[src/rtl/trap_sequencer_if.sv]
// Handshake bundle between commit/trap-state logic and the trap sequencer.
// The sequencer itself connects through the slave modport.
interface trap_sequencer_if #(
    parameter int unsigned N_IRQ = 4
) ();
    logic              exc_valid;
    logic [31:0]       exc_cause;
    logic [63:0]       exc_pc;
    logic [N_IRQ-1:0]  irq_pending;
    logic [N_IRQ-1:0]  irq_enable;
    logic [63:0]       commit_pc;
    logic              in_trap;
    logic              flush_ack;
    logic              exc_ack;
    logic              flush_req;
    logic              raise_valid;
    logic [31:0]       raise_cause;
    logic [63:0]       raise_epc;
    logic              redirect_valid;
    logic [63:0]       redirect_pc;
    logic              busy;

    modport slave (
        input  exc_valid, exc_cause, exc_pc, irq_pending, irq_enable, commit_pc, in_trap,
        input  flush_ack,
        output exc_ack, flush_req, raise_valid, raise_cause, raise_epc, redirect_valid,
        output redirect_pc, busy
    );

    modport master (
        output exc_valid, exc_cause, exc_pc, irq_pending, irq_enable, commit_pc, in_trap,
        output flush_ack,
        input  exc_ack, flush_req, raise_valid, raise_cause, raise_epc, redirect_valid,
        input  redirect_pc, busy
    );
endinterface

[src/rtl/trap_sequencer.sv]
// Trap entry sequencer: accepts an exception or interrupt, flushes the pipeline,
// raises the trap to the trap state unit, then redirects fetch to the vector.
module trap_sequencer #(
    parameter int unsigned N_IRQ    = 4,
    parameter logic [63:0] VEC_BASE = 64'h0000_0000_0000_0100
) (
    input  logic             clk,
    input  logic             rst_n,
    trap_sequencer_if.slave  tsif
);

    localparam logic [31:0] DoubleFault = 32'h0000_00FF;

    typedef enum logic [1:0] {
        StIdle,
        StFlush,
        StRaise,
        StRedirect
    } state_e;

    state_e      state_q;
    logic [31:0] cause_q;
    logic [63:0] epc_q;
    logic        flush_req_q;
    logic        raise_valid_q;
    logic [31:0] raise_cause_q;
    logic [63:0] raise_epc_q;
    logic        redirect_valid_q;
    logic [63:0] redirect_pc_q;
    logic        busy_q;

    logic [N_IRQ-1:0] irq_active;
    logic             irq_hit;
    logic [4:0]       irq_idx;
    logic [31:0]      exc_cause_sel;
    logic [63:0]      redirect_target;

    assign irq_active = tsif.irq_pending & tsif.irq_enable;

    // Descending scan so the lowest active index wins.
    always_comb begin
        irq_hit = 1'b0;
        irq_idx = '0;
        for (int i = int'(N_IRQ) - 1; i >= 0; i--) begin
            if (irq_active[i]) begin
                irq_hit = 1'b1;
                irq_idx = 5'(i);
            end
        end
    end

    assign exc_cause_sel = tsif.in_trap ? DoubleFault : tsif.exc_cause;

    assign redirect_target = cause_q[31] ? VEC_BASE + {56'd0, cause_q[4:0], 3'b000} : VEC_BASE;

    // Ack is gated by rst_n so every output reads 0 while reset is held.
    assign tsif.exc_ack = rst_n && (state_q == StIdle) && tsif.exc_valid;

    always_ff @(posedge clk or negedge rst_n) begin
        if (!rst_n) begin
            state_q          <= StIdle;
            cause_q          <= '0;
            epc_q            <= '0;
            flush_req_q      <= 1'b0;
            raise_valid_q    <= 1'b0;
            raise_cause_q    <= '0;
            raise_epc_q      <= '0;
            redirect_valid_q <= 1'b0;
            redirect_pc_q    <= '0;
            busy_q           <= 1'b0;
        end else begin
            raise_valid_q    <= 1'b0;
            raise_cause_q    <= '0;
            raise_epc_q      <= '0;
            redirect_valid_q <= 1'b0;
            redirect_pc_q    <= '0;
            case (state_q)
                StIdle: begin
                    if (tsif.exc_valid) begin
                        cause_q     <= exc_cause_sel;
                        epc_q       <= tsif.exc_pc;
                        state_q     <= StFlush;
                        flush_req_q <= 1'b1;
                        busy_q      <= 1'b1;
                    end else if (!tsif.in_trap && irq_hit) begin
                        cause_q     <= {27'h400_0000, irq_idx};
                        epc_q       <= tsif.commit_pc;
                        state_q     <= StFlush;
                        flush_req_q <= 1'b1;
                        busy_q      <= 1'b1;
                    end
                end
                StFlush: begin
                    if (tsif.flush_ack) begin
                        state_q       <= StRaise;
                        flush_req_q   <= 1'b0;
                        raise_valid_q <= 1'b1;
                        raise_cause_q <= cause_q;
                        raise_epc_q   <= epc_q;
                    end
                end
                StRaise: begin
                    state_q          <= StRedirect;
                    redirect_valid_q <= 1'b1;
                    redirect_pc_q    <= redirect_target;
                end
                StRedirect: begin
                    state_q <= StIdle;
                    busy_q  <= 1'b0;
                end
                default: begin
                    state_q     <= StIdle;
                    flush_req_q <= 1'b0;
                    busy_q      <= 1'b0;
                end
            endcase
        end
    end

    assign tsif.flush_req      = flush_req_q;
    assign tsif.raise_valid    = raise_valid_q;
    assign tsif.raise_cause    = raise_cause_q;
    assign tsif.raise_epc      = raise_epc_q;
    assign tsif.redirect_valid = redirect_valid_q;
    assign tsif.redirect_pc    = redirect_pc_q;
    assign tsif.busy           = busy_q;

endmodule

[src/flat_wrapper.sv]
// flat-port wrapper written by rule: the top's interface ports become plain ports
module trap_sequencer_flat 
#(
    parameter int unsigned N_IRQ    = 4,
    parameter logic [63:0] VEC_BASE = 64'h0000_0000_0000_0100
)
  (clk, rst_n, tsif_exc_valid, tsif_exc_cause, tsif_exc_pc, tsif_irq_pending, tsif_irq_enable, tsif_commit_pc, tsif_in_trap, tsif_flush_ack, tsif_exc_ack, tsif_flush_req, tsif_raise_valid, tsif_raise_cause, tsif_raise_epc, tsif_redirect_valid, tsif_redirect_pc, tsif_busy);
  trap_sequencer_if #(.N_IRQ(N_IRQ)) tsif_i ();
  input  logic clk;
  input  logic rst_n;
  input wire logic [$bits(tsif_i.exc_valid)-1:0] tsif_exc_valid;
  input wire logic [$bits(tsif_i.exc_cause)-1:0] tsif_exc_cause;
  input wire logic [$bits(tsif_i.exc_pc)-1:0] tsif_exc_pc;
  input wire logic [$bits(tsif_i.irq_pending)-1:0] tsif_irq_pending;
  input wire logic [$bits(tsif_i.irq_enable)-1:0] tsif_irq_enable;
  input wire logic [$bits(tsif_i.commit_pc)-1:0] tsif_commit_pc;
  input wire logic [$bits(tsif_i.in_trap)-1:0] tsif_in_trap;
  input wire logic [$bits(tsif_i.flush_ack)-1:0] tsif_flush_ack;
  output wire logic [$bits(tsif_i.exc_ack)-1:0] tsif_exc_ack;
  output wire logic [$bits(tsif_i.flush_req)-1:0] tsif_flush_req;
  output wire logic [$bits(tsif_i.raise_valid)-1:0] tsif_raise_valid;
  output wire logic [$bits(tsif_i.raise_cause)-1:0] tsif_raise_cause;
  output wire logic [$bits(tsif_i.raise_epc)-1:0] tsif_raise_epc;
  output wire logic [$bits(tsif_i.redirect_valid)-1:0] tsif_redirect_valid;
  output wire logic [$bits(tsif_i.redirect_pc)-1:0] tsif_redirect_pc;
  output wire logic [$bits(tsif_i.busy)-1:0] tsif_busy;
  assign tsif_i.exc_valid = tsif_exc_valid;
  assign tsif_i.exc_cause = tsif_exc_cause;
  assign tsif_i.exc_pc = tsif_exc_pc;
  assign tsif_i.irq_pending = tsif_irq_pending;
  assign tsif_i.irq_enable = tsif_irq_enable;
  assign tsif_i.commit_pc = tsif_commit_pc;
  assign tsif_i.in_trap = tsif_in_trap;
  assign tsif_i.flush_ack = tsif_flush_ack;
  assign tsif_exc_ack = tsif_i.exc_ack;
  assign tsif_flush_req = tsif_i.flush_req;
  assign tsif_raise_valid = tsif_i.raise_valid;
  assign tsif_raise_cause = tsif_i.raise_cause;
  assign tsif_raise_epc = tsif_i.raise_epc;
  assign tsif_redirect_valid = tsif_i.redirect_valid;
  assign tsif_redirect_pc = tsif_i.redirect_pc;
  assign tsif_busy = tsif_i.busy;
  trap_sequencer #(.N_IRQ(N_IRQ), .VEC_BASE(VEC_BASE)) u_core (.clk(clk), .rst_n(rst_n), .tsif(tsif_i));
endmodule
[config.mk]
export PLATFORM = sky130hd
export DESIGN_NAME = trap_sequencer_flat
export DESIGN_NICKNAME = d
export VERILOG_FILES = /design/src/rtl/trap_sequencer_if.sv /design/src/rtl/trap_sequencer.sv /design/src/flat_wrapper.sv
export SDC_FILE = /design/constraint.sdc
export NUM_CORES = 1
export LEC_CHECK = 0
export BUFFER_PORTS_ARGS = -buffer_cell sky130_fd_sc_hd__clkbuf_2
export CORE_ASPECT_RATIO = 2
export CORE_MARGIN = 5
export CORE_UTILIZATION = 53
export CTS_CLUSTER_DIAMETER = 80
export CTS_CLUSTER_SIZE = 20
export DETAILED_ROUTE_END_ITERATION = 7
export MAX_ROUTING_LAYER = met4
export PLACE_DENSITY = 0.95
export SLEW_MARGIN = 20
export SYNTH_ARGS = -nofsm -noshare
export SYNTH_HDL_FRONTEND = slang
export SYNTH_SLANG_ARGS = --single-unit
[constraint.sdc]
create_clock -name clk -period 4.1 [get_ports clk]
set_input_delay 0.205 -clock clk [delete_from_list [all_inputs] [get_ports clk]]
set_output_delay 0.205 -clock clk [all_outputs]
set_load 0.02 [all_outputs]
==> results.yml <==
status:
  status: "complete, no violations"
floorplan:
  std_cell_rows: 66
  start_util_pct: 53.4
  pin_count: 338
  fp.dieW_um: 100
  die_h_um: 191
  core_area_mm2: 0.0162
  dieArea_mm2: 0.0191
worst_hold_path:
  hold_end: "u_core.cause_q[11]"
  hold_start: "tsif_exc_cause[11]"
  hold_path_depth: 3
  hold_class: "in -> reg"
setup_path:
  reg2reg_setup_slack_ns: 1.42
  path_class: "reg -> reg"
  reg2reg_depth: 7
  critPathMaxFanout: 67
  reg2reg_from: "u_core.state_q[0]"
  r2r-end: "u_core.epc_q[29]"
  start_kind: "register"
  required_ns: 4.45
  arrival_ns: 3.03
  crit_path_end_kind: "register"
cts:
  cts_tree: "yes"
  cts_buffers: 14
  cts.sinks: 203
  htreeDepth: 1
  clk_pin_slew_ns: 0.08
  cts_max_path_buffers: 3
  root_buffer: "clkbuf_16"
  clk_latency_ns: 0.46
  cts_resized: 0
place:
  gp_congestion: 0.865
  place_inst: 1108
  dp_hpwl_mm: 15.2
  io_buffers: 279
synth:
  synth_top_cell_area_share_pct: 58.7
  synth_most_common_cell: "dfrtp_1"
  synth-seq-cells: 203
  yosysSeqAreaShare_pct: 58.7
  ys_warn_count: 0
  ys_types: 33
  synth_ff_type: "dfrtp_1"
  syn-instance-count: 671
  syn_area_mm2: 0.00865
  async_flop_share_pct: 100
  synth.avg_cell_area_um2: 12.9
  yosys.area.top_type: "dfrtp_1"
  synth_common_cells: "dfrtp_1, and3_1, mux2_2"
  synthTopCellsByArea: "dfrtp_1, mux2_2, and3_1, buf_4, mux2_4"
  synth_edf_count: 0
sta:
  fin_crit_sh_pct: 65.5
  slew_viol_final: 0
  setup_violations: 0
  hold_viol: 0
  worstMarginPinSlew_ns: 1.09
  min_period_ns: 2.68
  rsz0062_at_grt: "no"
  fmax_ghz: 0.372
  slew_headroom_pct: 27.1
  hold_ws_ns: 0.00784
  setup_tns_ns: 0
  skew_ns: 0.0130
power_and_ir_drop:
  p_total_mw: 6.41
  vdd.ir_drop.worst_mv: 0.522
  power_density_mw_per_mm2: 610
  p_leak_nw: 5.89
detailed_routing:
  vias: 6044
  via_per_inst: 5.29
  dr.pass1.iters: 4
  drtIter0Drc: 178
  wl_mm: 21.3
  post_drt_wl_per_cell_um: 18.7
  drc_errors: 0
  postRouteAntennaNets: 0
global_routing:
  grt_pass1_wl_mm: 32.9
  grt_pass1_vias: 6459
  grt_max_degree: 135
  grt_usage_pct: 22.5
  antenna_found_initial: 0
  grt_overflow: 0
layout:
  layout.cells.non_filler: 1143
  area_growth_pct: 21.5
  drive_above_1_share_pct: 46.4
  nets: 1116
  final_util_pct: 64.9
run:
  maxCapViolations: 0
[power by group]
| part | internal (mW) | switching [mW] |
|---|---|---|
| sequential | 2.68 | 0.345 |
| clock | 0.664 | 0.649 |
| combinational | 0.964 | 1.12 |
| total | 4.30 | 2.11 |
[layer usage]
layer	routed length [um]	vias up	part of all wire, %	GRT usage [%]
met3	1170	63	5.5	2.60
li1	-	2730	-	-
met1	7650	2970	36	25.6
met4	1010	0	4.7	10.9
met5	0	-	0	-
met2	11500	281	54	38.8
[metrics by stage]
stage,cell area [um2],worst slack (ns)
final,10500,1.42
after global routing,10500,1.32
after CTS,10500,1.44
after detailed placement,9930,1.45
after global placement,9930,1.55
after floorplan,8860,2.18
[critical path: stages (launching register included)]
cell	delay, ns
dfrtp_1	0.42
inv_1	0.13
ha_1	0.18
nor2b_1	0.22
o21ai_2	0.08
buf_4	0.25
nand2_4	0.83
mux2_2	0.42
[area by class of cell]
class,instances,area [um2]
Clock inverter,1,20.0
Antenna cell,1,2.50
Multi-Input combinational cell,409,3100
Sequential cell,203,5080
Timing Repair Buffer,304,1650
Clock buffer,15,375
Tap cell,204,255
Inverter,6,22.5
Fill cell,1195,5680
[repair_timing]
item | CTS | global route
hold buffers | 18 | 0
setup endpoints to repair | 0 | 0
setup buffers | 0 | 0
hold endpoints to repair | 86 | 0
[placed cells by master (no fill, tap or decap), drive strengths merged, types with 6 or more instances in the layout]
cell type,instances
o21ai,10
mux2,130
inv,6
nand4,23
conb,58
dlygate4sd3,18
dfrtp,203
and3,102
nor2,8
clkbuf,293
nand2,26
buf,8
nand3,29
[logic make-up after synthesis]
group / Yosys count / share of synthesized area (%)
simple gates: 192 / 12.5
fa+ha+maj: 5 / 0.723
other cells: 1 / 0.0433
compound gates: 23 / 1.74
buf+inv: 116 / 8.03
flops: 203 / 58.7
mux: 131 / 18.3
[sequential cells by signal, summed over array words and instances, names as in the netlist]
register / count
u_core.tsif.raise_epc: 64
u_core.cause_q: 32
u_core.epc_q: 64
u_core.tsif.raise_valid: 1
u_core.state_q: 2
u_core.tsif.raise_cause: 32
u_core.tsif.redirect_pc: 6
u_core.tsif.busy: 1
u_core.tsif.flush_req: 1
[worst max-delay path by stage]
stage | from | cells past startpoint | endpoint | slack [ns]
after floorplan | u_core.state_q[0] | 9 | u_core.epc_q[35] | 2.18
after global placement | u_core.state_q[0] | 7 | u_core.epc_q[34] | 1.55
after detailed placement | u_core.state_q[0] | 7 | u_core.epc_q[21] | 1.45
after CTS | u_core.state_q[0] | 7 | u_core.epc_q[27] | 1.44
after global routing | u_core.state_q[1] | 7 | u_core.epc_q[19] | 1.32
final | u_core.state_q[0] | 7 | u_core.epc_q[29] | 1.42
(Power assumes the default switching activity.)
